==> config.mk <==
export PLATFORM = sky130hd
export DESIGN_NAME = pipe_skid_buf_flat
export DESIGN_NICKNAME = d
export VERILOG_FILES = /design/src/rtl/pipe_skid_buf_pkg.sv /design/src/rtl/pipe_skid_buf_if.sv /design/src/rtl/pipe_skid_buf_skid_entry.sv /design/src/rtl/pipe_skid_buf.sv /design/src/flat_wrapper.sv
export SDC_FILE = /design/constraint.sdc
export NUM_CORES = 1
export LEC_CHECK = 0
export ABC_AREA = 0
export CAP_MARGIN = 5
export CORE_AREA = 2 2 83 85
export CTS_CLUSTER_SIZE = 10
export DETAILED_ROUTE_END_ITERATION = 12
export DIE_AREA = 0 0 85 87
export PLACE_DENSITY = 0.55
export SLEW_MARGIN = 20
export SYNTH_ARGS = -nofsm -noshare
export SYNTH_HDL_FRONTEND = slang
export SYNTH_SLANG_ARGS = --single-unit
==> constraint.sdc <==
create_clock -name i_clk -period 2.7 [get_ports i_clk]
set_input_delay 0.27 -clock i_clk [delete_from_list [all_inputs] [get_ports i_clk]]
set_output_delay 0.27 -clock i_clk [all_outputs]
set_load 0.005 [all_outputs]
==> src/rtl/pipe_skid_buf_pkg.sv <==
// -----------------------------------------------------------------------------
// pipe_pkg
// Shared definitions for the pipe_skid_buf block:
//   DATA_W      default data width
//   state_e     occupancy state of the two-entry skid buffer
//   state_count maps an occupancy state to its entry count (0..2)
// -----------------------------------------------------------------------------
package pipe_pkg;

   localparam int DATA_W = 16;

   typedef enum logic [1:0] {
      EMPTY = 2'd0,
      ONE   = 2'd1,
      FULL  = 2'd2
   } state_e;

   function automatic logic [1:0] state_count(input state_e s);
      logic [1:0] c;
      case (s)
         EMPTY:   c = 2'd0;
         ONE:     c = 2'd1;
         FULL:    c = 2'd2;
         default: c = 2'd0;
      endcase
      return c;
   endfunction

endpackage

==> src/rtl/pipe_skid_buf_if.sv <==
// -----------------------------------------------------------------------------
// pipe_skid_buf_if
// Producer/consumer handshake bundle of the skid buffer.
//   in_data/in_valid/in_ready    producer side
//   out_data/out_valid/out_ready consumer side
//   count                        number of held entries (0..2)
// Modports:
//   slave  - the buffer's view (accepts from producer, drives consumer)
//   master - the environment's view (drives producer/consumer inputs)
// -----------------------------------------------------------------------------
interface pipe_skid_buf_if #(
   parameter int N = pipe_pkg::DATA_W
);
   logic [N-1:0] in_data;
   logic         in_valid;
   logic         in_ready;
   logic [N-1:0] out_data;
   logic         out_valid;
   logic         out_ready;
   logic [1:0]   count;

   modport slave (
      input  in_data,
      input  in_valid,
      output in_ready,
      output out_data,
      output out_valid,
      input  out_ready,
      output count
   );

   modport master (
      output in_data,
      output in_valid,
      input  in_ready,
      input  out_data,
      input  out_valid,
      output out_ready,
      input  count
   );
endinterface

==> src/rtl/pipe_skid_buf_skid_entry.sv <==
// -----------------------------------------------------------------------------
// skid_entry
// One N-bit storage entry of the skid buffer.
//   i_clk    clock, rising edge
//   i_rst_n  synchronous active-low reset, clears the entry to zero
//   i_load   load enable, captures i_d on the next edge
//   i_d      data to capture
//   o_q      stored value
// -----------------------------------------------------------------------------
module skid_entry #(
   parameter int N = pipe_pkg::DATA_W
) (
   input  logic         i_clk,
   input  logic         i_rst_n,
   input  logic         i_load,
   input  logic [N-1:0] i_d,
   output logic [N-1:0] o_q
);

   logic [N-1:0] r_q;

   // Entry register: reset wins over load; without load the value is held.
   always_ff @(posedge i_clk) begin
      if (!i_rst_n) begin
         r_q <= '0;
      end else if (i_load) begin
         r_q <= i_d;
      end else begin
         r_q <= r_q;
      end
   end

   assign o_q = r_q;

endmodule

==> src/rtl/pipe_skid_buf.sv <==
// -----------------------------------------------------------------------------
// pipe_skid_buf
// Two-entry skid buffer. The main entry drives out_data; the skid entry
// catches one extra word when the consumer stalls while the buffer already
// holds data. Handshake outputs decode only the registered state, so there is
// no combinational path from out_ready to in_ready.
//   i_clk    clock, rising edge
//   i_reset  synchronous active-low reset (highest priority)
//   i_flush  synchronous flush to EMPTY; input offered that cycle is dropped
//   bus      pipe_skid_buf_if.slave handshake bundle
// -----------------------------------------------------------------------------
module pipe_skid_buf
   import pipe_pkg::*;
#(
   parameter int N = DATA_W
) (
   input  logic           i_clk,
   input  logic           i_reset,
   input  logic           i_flush,
   pipe_skid_buf_if.slave bus
);

   state_e       r_state;
   state_e       w_state_nxt;
   logic         w_in_ready;
   logic         w_out_valid;
   logic         w_in_xfer;
   logic         w_out_xfer;
   logic         w_load_main;
   logic         w_load_skid;
   logic         w_main_from_skid;
   logic [N-1:0] w_main_d;
   logic [N-1:0] w_main_q;
   logic [N-1:0] w_skid_q;

   // Handshake decode from the registered state only.
   always_comb begin
      w_in_ready  = 1'b1;
      w_out_valid = 1'b0;
      case (r_state)
         EMPTY: begin
            w_in_ready  = 1'b1;
            w_out_valid = 1'b0;
         end
         ONE: begin
            w_in_ready  = 1'b1;
            w_out_valid = 1'b1;
         end
         FULL: begin
            w_in_ready  = 1'b0;
            w_out_valid = 1'b1;
         end
         default: begin
            w_in_ready  = 1'b1;
            w_out_valid = 1'b0;
         end
      endcase
   end

   assign w_in_xfer  = bus.in_valid  & w_in_ready;
   assign w_out_xfer = w_out_valid   & bus.out_ready;

   // Next-state and entry load decisions. A flush suppresses every load so
   // out_data keeps its last value while the buffer reads as empty.
   always_comb begin
      w_state_nxt      = r_state;
      w_load_main      = 1'b0;
      w_load_skid      = 1'b0;
      w_main_from_skid = 1'b0;
      if (i_flush) begin
         w_state_nxt = EMPTY;
      end else begin
         case (r_state)
            EMPTY: begin
               if (w_in_xfer) begin
                  w_state_nxt = ONE;
                  w_load_main = 1'b1;
               end else begin
                  w_state_nxt = EMPTY;
               end
            end
            ONE: begin
               if (w_in_xfer && w_out_xfer) begin
                  w_state_nxt = ONE;
                  w_load_main = 1'b1;
               end else if (w_in_xfer) begin
                  w_state_nxt = FULL;
                  w_load_skid = 1'b1;
               end else if (w_out_xfer) begin
                  w_state_nxt = EMPTY;
               end else begin
                  w_state_nxt = ONE;
               end
            end
            FULL: begin
               // in_ready is low here, so only the skid word can move up.
               if (w_out_xfer) begin
                  w_state_nxt      = ONE;
                  w_load_main      = 1'b1;
                  w_main_from_skid = 1'b1;
               end else begin
                  w_state_nxt = FULL;
               end
            end
            default: begin
               w_state_nxt = EMPTY;
            end
         endcase
      end
   end

   assign w_main_d = w_main_from_skid ? w_skid_q : bus.in_data;

   // Occupancy state register; reset has priority over flush and handshakes.
   always_ff @(posedge i_clk) begin
      if (!i_reset) begin
         r_state <= EMPTY;
      end else begin
         r_state <= w_state_nxt;
      end
   end

   skid_entry #(.N(N)) u_main (
      .i_clk   (i_clk),
      .i_rst_n (i_reset),
      .i_load  (w_load_main),
      .i_d     (w_main_d),
      .o_q     (w_main_q)
   );

   skid_entry #(.N(N)) u_skid (
      .i_clk   (i_clk),
      .i_rst_n (i_reset),
      .i_load  (w_load_skid),
      .i_d     (bus.in_data),
      .o_q     (w_skid_q)
   );

   assign bus.in_ready  = w_in_ready;
   assign bus.out_valid = w_out_valid;
   assign bus.out_data  = w_main_q;
   assign bus.count     = state_count(r_state);

endmodule

==> src/flat_wrapper.sv <==
// flat-port wrapper written by rule: the top's interface ports become plain ports
module pipe_skid_buf_flat import pipe_pkg::*;
#(
   parameter int N = DATA_W
)
  (i_clk, i_reset, i_flush, bus_in_data, bus_in_valid, bus_in_ready, bus_out_data, bus_out_valid, bus_out_ready, bus_count);
  pipe_skid_buf_if #(.N(N)) bus_i ();
  input  logic i_clk;
  input  logic i_reset;
  input  logic i_flush;
  input wire logic [$bits(bus_i.in_data)-1:0] bus_in_data;
  input wire logic [$bits(bus_i.in_valid)-1:0] bus_in_valid;
  output wire logic [$bits(bus_i.in_ready)-1:0] bus_in_ready;
  output wire logic [$bits(bus_i.out_data)-1:0] bus_out_data;
  output wire logic [$bits(bus_i.out_valid)-1:0] bus_out_valid;
  input wire logic [$bits(bus_i.out_ready)-1:0] bus_out_ready;
  output wire logic [$bits(bus_i.count)-1:0] bus_count;
  assign bus_i.in_data = bus_in_data;
  assign bus_i.in_valid = bus_in_valid;
  assign bus_in_ready = bus_i.in_ready;
  assign bus_out_data = bus_i.out_data;
  assign bus_out_valid = bus_i.out_valid;
  assign bus_i.out_ready = bus_out_ready;
  assign bus_count = bus_i.count;
  pipe_skid_buf #(.N(N)) u_core (.i_clk(i_clk), .i_reset(i_reset), .i_flush(i_flush), .bus(bus_i));
endmodule
==> flow_summary.yaml, run 1 <==
status:
  status: "complete, no violations"
cts:
  cts_root_buffer: "clkbuf_8"
  cts_tree: "done"
  cts_buffer_depth: 2
  hold_buffers: 0
  cts-htree-levels: 2
  cts-resized-gates: 0
  cts-buffers-inserted: 5
  path_clk_slew_ps: 70
  clkLatencyLatePin_ps: 270
  cts_setup_buffers: 0
  clock_sinks: 34
worst_setup_path:
  cp-start-kind: "register"
  critPathKind: "register to register"
  cp_max_fo: 17
  critPathCaptureType: "register"
  required_ps: 2840
  cp_data_arrival_time_ps: 2290
cells_and_area:
  antenna_cells: 0
  finalNonFillerCells: 305
  area_growth_pct: 30.4
  drive_gt1_share_pct: 5.78
  finalNetCount: 253
timing:
  setup_viol: 0
  hold_violations: 0
  clock_skew_ps: 5.24
  max_freq_mhz: 466
  fin_crit_sh_pct: 79.5
  slew_violations: 0
  maxSlewHeadroom_pct: 61.9
  tns_ps: 0
  min_period_ps: 2150
  rsz0062_at_grt: "no"
  tightest_slew_ps: 571
global_route:
  grtUsageTotal_pct: 11.9
  grt_overflow_total: 0
  grt_pass1_vias: 1502
  grt_pass1_wl_um: 7160
  antenna_found_initial: 0
  grt_max_degree: 25
floorplanning:
  die_w_um: 85
  rows: 30
  initial_core_util_pct: 26.3
  io_pins: 41
  core_sq_um: 6570
  dieHeight_um: 87
  die_area_sq_um: 7400
synthesis:
  synth_area_per_cell_sq_um: 9.23
  synth_nets: 215
  ys_seq_area_share_pct: 39.4
  synth_top_cell_by_area: "dfxtp_1"
  synth_cell_types: 28
  netlist_top_cells_area: "dfxtp_1, mux2i_1, nand2_1, a21boi_0, o21bai_1"
  synth_edf_count: 0
  ys_seq_elements: 34
  synth-warning-count: 0
  ys.flop_type: "dfxtp_1"
  post_synth_inst_count: 187
  synth_commonest_cells: "dfxtp_1, nand2_1, mux2i_1"
  syn_area_sq_um: 1730
  synth_top_area_share_pct: 39.4
  ys_async_sr_fraction_pct: 0
pwr:
  p_per_area_nw_per_um2: 461
  p_leak_nw: 0.903
  irDropWorstVdd_uv: 190
detailed_routing:
  drc: 0
  postRouteAntennaNets: 0
  drtIter0Drc: 83
  routed_wl_um: 4200
  first_pass_iters: 4
  vias_per_cell: 4.74
  num_vias: 1446
  wire_per_inst_um: 13.8
worst_hold_path:
  hp-class: "register to register"
place:
  hpwlAfterDp_um: 3030
  dp.cells: 298
  gp_congestion: 0.705
  port_buffers: 40
job:
  drv_cap: 0
-- layout make-up --
class / instances / area (sq um)
timing repair buffer: 47 / 453
fill: 684 / 4320
tap: 80 / 100
clock buffer: 7 / 76.3
multi-input combinational: 133 / 925
sequential: 34 / 681
inverter: 4 / 15.0
-- stage by stage --
stage               hold slack [ps]  utilization (%)  power, mW  setup slack, ps  cell area [sq um]
finish                          457             34.2       1.04              553               2250
global route                    477             34.2       1.09              325               2250
CTS                             459             34.2       1.05              533               2250
detailed placement              450             33.1      0.711              502               2170
global placement                442             33.1      0.709              563               2170
floorplan                       405                -      0.626              788               1730
-- final timing paths --
path / start / endpoint / slack, ps / depth (start not counted)
max: u_core.r_state[0] / u_core.u_main.o_q[10] / 550 / 7
min: u_core.u_skid.o_q[5] / u_core.u_skid.o_q[5] / 460 / 2
max reg2reg: u_core.r_state[0] / u_core.u_main.o_q[10] / 550 / 7
min reg2reg: u_core.u_skid.o_q[5] / u_core.u_skid.o_q[5] / 460 / 2
-- power by group --
group          internal (mW)  switching, mW  total (mW)
clock network          0.177          0.162       0.339
logic                 0.0940         0.0665       0.161
registers              0.522         0.0151       0.537
total                  0.793          0.244        1.04
-- logic make-up after synthesis --
| family | share of synthesized area [%] |
|---|---|
| AOI/OAI and AO/OA | 28.6 |
| and+or+nand+nor | 10.7 |
| DFF | 39.4 |
| buffers and inverters | 6.96 |
| muxes | 9.28 |
| adders and majority gates | 5.08 |
-- critical path, cell delays in order, from the launching register on --
cell	delay [ps]
dfxtp_1	350
inv_1	90
ha_1	270
and2b_1	250
ha_1	150
a22o_1	500
o21a_4	310
a21oi_1	90
-- cell usage in the layout, fill, tap and decap left out --
cell type,netlist,routed
clkdlybuf4s50_1,0,40
nand2_1,34,34
dfxtp_1,34,34
mux2i_1,16,16
o21bai_1,15,15
a21oi_1,15,15
a21boi_0,15,15
o311ai_1,8,8
o311ai_0,7,7
ha_1,7,7
buf_4,3,7
clkbuf_8,0,5
inv_1,4,4
nor2_1,3,3
and3b_1,2,2
nand3b_1,2,2
clkbuf_1,5,2
and2b_1,1,1
a22o_1,1,1
o21a_4,1,1
nor3_1,1,1
o21ai_0,1,1
a211oi_1,1,1
a221oi_1,1,1
a21boi_1,1,1
a2bb2oi_1,1,1
-- routing by layer --
layer | track usage [%] | share of wire, % | vias up
li1 | - | - | 751
met1 | 14.9 | 47 | 658
met2 | 20.6 | 48 | 35
met3 | 3.22 | 4.7 | 2
met4 | 2.60 | 0.52 | 0
met5 | 0 | 0 | -
-- sequential cells by signal (all words and copies together) (netlist names) --
signal             cells
u_core.u_skid.o_q     16
u_core.r_state         2
u_core.u_main.o_q     16
Power figures use the tool's default switching activity.
==> run 2, diff against run 1 <==
==> constraint.sdc (replaced) <==
create_clock -name i_clk -period 2.2 [get_ports i_clk]
set_input_delay 0.22 -clock i_clk [delete_from_list [all_inputs] [get_ports i_clk]]
set_output_delay 0.22 -clock i_clk [all_outputs]
set_load 0.005 [all_outputs]
==> flow_summary.yaml, run 2 (synthesis results as in run 1) <==
floorplanning:
  io_pins: 41
  dieHeight_um: 87
  die_area_sq_um: 7400
  die_w_um: 85
  rows: 30
  core_sq_um: 6570
  initial_core_util_pct: 26.3
worst_setup_path:
  critPathCaptureType: "register"
  required_ps: 2400
  r2r-end: "u_core.u_main.o_q[5]"
  cp_max_fo: 17
  critPathKind: "register to register"
  cp-start-kind: "register"
  cp_data_arrival_time_ps: 2240
  r2r-start: "u_core.r_state[0]"
  startpoint: "u_core.r_state[0]"
  rrSetupSlack_ps: 170
  crit_end: "u_core.u_main.o_q[5]"
  worstRegToRegCells: 8
cells_and_area:
  layout_commonest_cell: "clkdlybuf4s50_1"
  antenna_cells: 0
  finalNetCount: 255
  area_growth_pct: 32.2
  drive_gt1_share_pct: 7.89
  layout_common_cells: "clkdlybuf4s50_1, nand2_1, dfxtp_1, mux2i_1"
worst_hold_path:
  hp-class: "register to register"
  hp-start: "u_core.u_skid.o_q[5]"
timing:
  tightest_slew_ps: 370
  setup_viol: 0
  slew_violations: 0
  clock_skew_ps: 2.04
  tns_ps: 0
  hold_violations: 0
  maxSlewHeadroom_pct: 75.0
  rsz0062_at_grt: "no"
  fin_crit_sh_pct: 92.4
  min_period_ps: 2030
  max_freq_mhz: 492
global_route:
  antenna_found_initial: 0
  grtUsageTotal_pct: 11.8
  grt_max_degree: 34
  grt_pass1_wl_um: 6920
  grt_overflow_total: 0
  grt_pass1_vias: 1398
cts:
  cts_setup_buffers: 0
  hold_buffers: 0
  cts-resized-gates: 0
  cts_buffer_depth: 2
  cts-buffers-inserted: 5
  clock_sinks: 34
  cts-htree-levels: 2
  cts_tree: "done"
  path_clk_slew_ps: 70
  cts_root_buffer: "clkbuf_8"
  clkLatencyLatePin_ps: 280
detailed_routing:
  wire_per_inst_um: 13.3
  drc: 0
  num_vias: 1433
  postRouteAntennaNets: 0
  routed_wl_um: 4100
  drtIter0Drc: 96
  first_pass_iters: 4
  vias_per_cell: 4.65
pwr:
  p_per_area_nw_per_um2: 580
  p_leak_nw: 0.925
  power_mw: 1.32
  irDropWorstVdd_uv: 227
place:
  hpwlAfterDp_um: 2860
  port_buffers: 40
  gp_congestion: 0.690
status:
  status: "complete, no violations"
job:
  drv_cap: 0
==> run 2: cell types whose count changed in the layout (fill, tap and decap cells not counted) <==
cell	delta
a22o_2	+1
buf_4	+2
a22o_1	-1
clkinv_2	+1
clkbuf_8	+1
clkbuf_1	-1
==> run 2: through the flow <==
step / util [%] / area, sq um / worst slack, ps / std cells / hold WS [ps]
6_report: 34.7 / 2280 / 168 / 308 / 451
3_5_place_dp: 33.3 / 2190 / 69.8 / 300 / 445
4_1_cts: 34.7 / 2280 / 53.3 / 308 / 454
3_3_place_gp: 33.3 / 2190 / 142 / 300 / 442
5_1_grt: 34.7 / 2280 / 16.1 / 308 / 481
2_1_floorplan: - / 1730 / 288 / 187 / 355
==> run 2: final cells by class <==
| class | count | area [sq um] |
|---|---|---|
| fill | 683 | 4290 |
| tap | 80 | 100 |
| inverter | 4 | 15.0 |
| sequential | 34 | 681 |
| multi-input combinational | 133 | 926 |
| timing repair buffer | 49 | 468 |
| clock inverter | 1 | 5.00 |
| clock buffer | 7 | 86.3 |
==> run 2: routing by layer <==
metal | share of wire (%) | wire, um | track usage (%) | up-vias
met5 | 0 | 0 | 0 | -
met4 | 1.3 | 54 | 3.90 | 0
met3 | 5.4 | 222 | 3.60 | 6
met2 | 47 | 1920 | 18.5 | 33
met1 | 46 | 1910 | 15.4 | 645
li1 | - | - | - | 749
==> run 2: worst min path at each step <==
stage | to | slack (ps) | cells past startpoint
6_report | u_core.u_skid.o_q[5] | 450 | 2
4_1_cts | u_core.u_skid.o_q[5] | 450 | 2
3_5_place_dp | u_core.u_skid.o_q[5] | 440 | 2
3_3_place_gp | u_core.u_skid.o_q[5] | 440 | 2
2_1_floorplan | u_core.u_skid.o_q[5] | 350 | 2
5_1_grt | u_core.u_skid.o_q[7] | 480 | 2
==> run 2: critical path: stages, from the launching register on <==
cell and delay (ps):
dfxtp_1 360, inv_1 90, ha_1 320, nand2_1 90, inv_1 50, ha_1 180, a22o_2 350, o21a_4 310
a211oi_1 200
==> run 2: power by group <==
part / internal [mW] / switching, mW / leakage (nW)
Combinational: 0.117 / 0.0809 / 0.600
Clock: 0.252 / 0.215 / 0.0482
Sequential: 0.640 / 0.0181 / 0.277
Total: 1.01 / 0.314 / 0.925
==> run 3, diff against run 2 <==
--- a/config.mk
+++ b/config.mk
@@ -11,7 +11,7 @@
 export CTS_CLUSTER_SIZE = 10
 export DETAILED_ROUTE_END_ITERATION = 12
 export DIE_AREA = 0 0 85 87
-export PLACE_DENSITY = 0.55
+export PLACE_DENSITY = 0.6
 export SLEW_MARGIN = 20
 export SYNTH_ARGS = -nofsm -noshare
 export SYNTH_HDL_FRONTEND = slang
==> flow_summary.yaml, run 3 (synthesis results as in run 1) <==
status:
  status: "complete, no violations"
floorplanning:
  die_area_sq_um: 7400
  io_pins: 41
  core_sq_um: 6570
  dieHeight_um: 87
  initial_core_util_pct: 26.3
  rows: 30
  die_w_um: 85
timing:
  maxSlewHeadroom_pct: 74.2
  slew_violations: 0
  max_freq_mhz: 488
  rsz0062_at_grt: "no"
  fin_crit_sh_pct: 93.1
  whs_ps: 457
  tightest_slew_ps: 388
  hold_violations: 0
  clock_skew_ps: 4.67
  tns_ps: 0
  min_period_ps: 2050
  setup_viol: 0
cells_and_area:
  fin_area_sq_um: 2290
  area_growth_pct: 32.5
  finish.utilization_pct: 34.8
  drive_gt1_share_pct: 8.33
  layout_commonest_cell: "clkdlybuf4s50_1"
  antenna_cells: 0
  layout_common_cells: "clkdlybuf4s50_1, nand2_1, dfxtp_1, mux2i_1"
  fill_cells: 669
  finalNetCount: 255
detailed_routing:
  vias_per_cell: 4.76
  wire_per_inst_um: 13.4
  first_pass_iters: 4
  routed-wl-met2_um: 1940
  drc: 0
  num_vias: 1465
  routed_wl_um: 4110
  met1Wirelength_um: 1950
  route.met3.wl_um: 169
  top_layer_used: "met4"
  drtIter0Drc: 76
  postRouteAntennaNets: 0
global_route:
  grt_max_degree: 34
  grt_pass1_wl_um: 6710
  grtUsageTotal_pct: 11.5
  grt_overflow_total: 0
  grt_pass1_vias: 1394
  antenna_found_initial: 0
place:
  gp_congestion: 0.787
  dpl_cell_area_sq_um: 2190
  port_buffers: 40
  hpwlAfterDp_um: 2940
cts:
  cts_tree: "done"
  cts_root_buffer: "clkbuf_8"
  clkLatencyLatePin_ps: 280
  clock_sinks: 34
  path_clk_slew_ps: 70
  cts-htree-levels: 2
  cts-buffers-inserted: 5
  cts_buffer_depth: 2
worst_setup_path:
  critPathCaptureType: "register"
  cp_data_arrival_time_ps: 2220
  cp-start-kind: "register"
  cp_max_fo: 10
  r2r-end: "u_core.u_main.o_q[2]"
  cp_top_family: "compound AO/OA/AOI/OAI gates"
  startpoint: "u_core.r_state[0]"
  r2r-start: "u_core.r_state[0]"
  worstRegToRegCells: 9
  cp_cell_sequence: "inv_1 -> ha_1 -> nand2_1 -> inv_1 -> ha_1 -> a22o_1 -> buf_4 -> o311ai_1 -> a21oi_1"
  crit_cells: 9
  critPathMaxStageDelay_ps: 360
  critPathKind: "register to register"
  rrSetupSlack_ps: 150
  path_buf_inv: 3
  crit_end: "u_core.u_main.o_q[2]"
  slowest_stage: "dfxtp_1"
  required_ps: 2370
pwr:
  p_leak_nw: 0.922
  irDropWorstVdd_uv: 181
  power_mw: 1.33
  p_per_area_nw_per_um2: 583
worst_hold_path:
  hp-class: "register to register"
job:
  drv_cap: 0
## run 3: metal layers
layer	track usage [%]	vias up
li1	-	751
met1	15.0	682
met2	18.0	27
met3	3.03	5
met4	4.76	0
met5	0	-
## run 3: power breakdown
part           leakage [nW]  switching (mW)  internal (mW)
Combinational         0.598          0.0821          0.116
Clock                0.0472           0.227          0.251
Sequential            0.277          0.0177          0.640
## run 3: timing repair
item	CTS	global route
buffers inserted	0	0
gates resized for setup	0	1
hold buffers	0	0
endpoints found under the setup margin	0	8
## run 3: worst min path at each step
stage | from | endpoint | cells after the start
2_1_floorplan | bus_in_data[5] | u_core.u_skid.o_q[5] | 2
6_report | u_core.u_skid.o_q[5] | u_core.u_skid.o_q[5] | 2
3_3_place_gp | u_core.u_skid.o_q[5] | u_core.u_skid.o_q[5] | 2
5_1_grt | u_core.u_skid.o_q[5] | u_core.u_skid.o_q[5] | 2
3_5_place_dp | u_core.u_skid.o_q[5] | u_core.u_skid.o_q[5] | 2
4_1_cts | u_core.u_skid.o_q[5] | u_core.u_skid.o_q[5] | 2
## run 3: final cells by class
class | count | area [sq um] | area share [%]
Timing Repair Buffer | 49 | 468 | 20.5
Clock buffer | 6 | 82.6 | 3.61
Clock inverter | 2 | 12.5 | 0.547
Multi-Input combinational cell | 133 | 927 | 40.6
Inverter | 4 | 15.0 | 0.657
Tap cell | 80 | 100 | 4.38
Sequential cell | 34 | 681 | 29.8
## run 3: worst reg2reg max path, delay by kind of cell, from the launching register on
| family | cells | cell delay (ps) |
|---|---|---|
| AOI/OAI and AO/OA | 3 | 620 |
| adders and majority gates | 2 | 500 |
| buffers and inverters | 3 | 360 |
| DFF | 1 | 360 |
| and+or+nand+nor | 1 | 100 |
## run 3: through the flow
step / cells / setup slack [ps]
global route: 308 / 7.69
global placement: 300 / 184
finish: 308 / 151
floorplan: 187 / 288
CTS: 308 / 128
detailed placement: 300 / 146
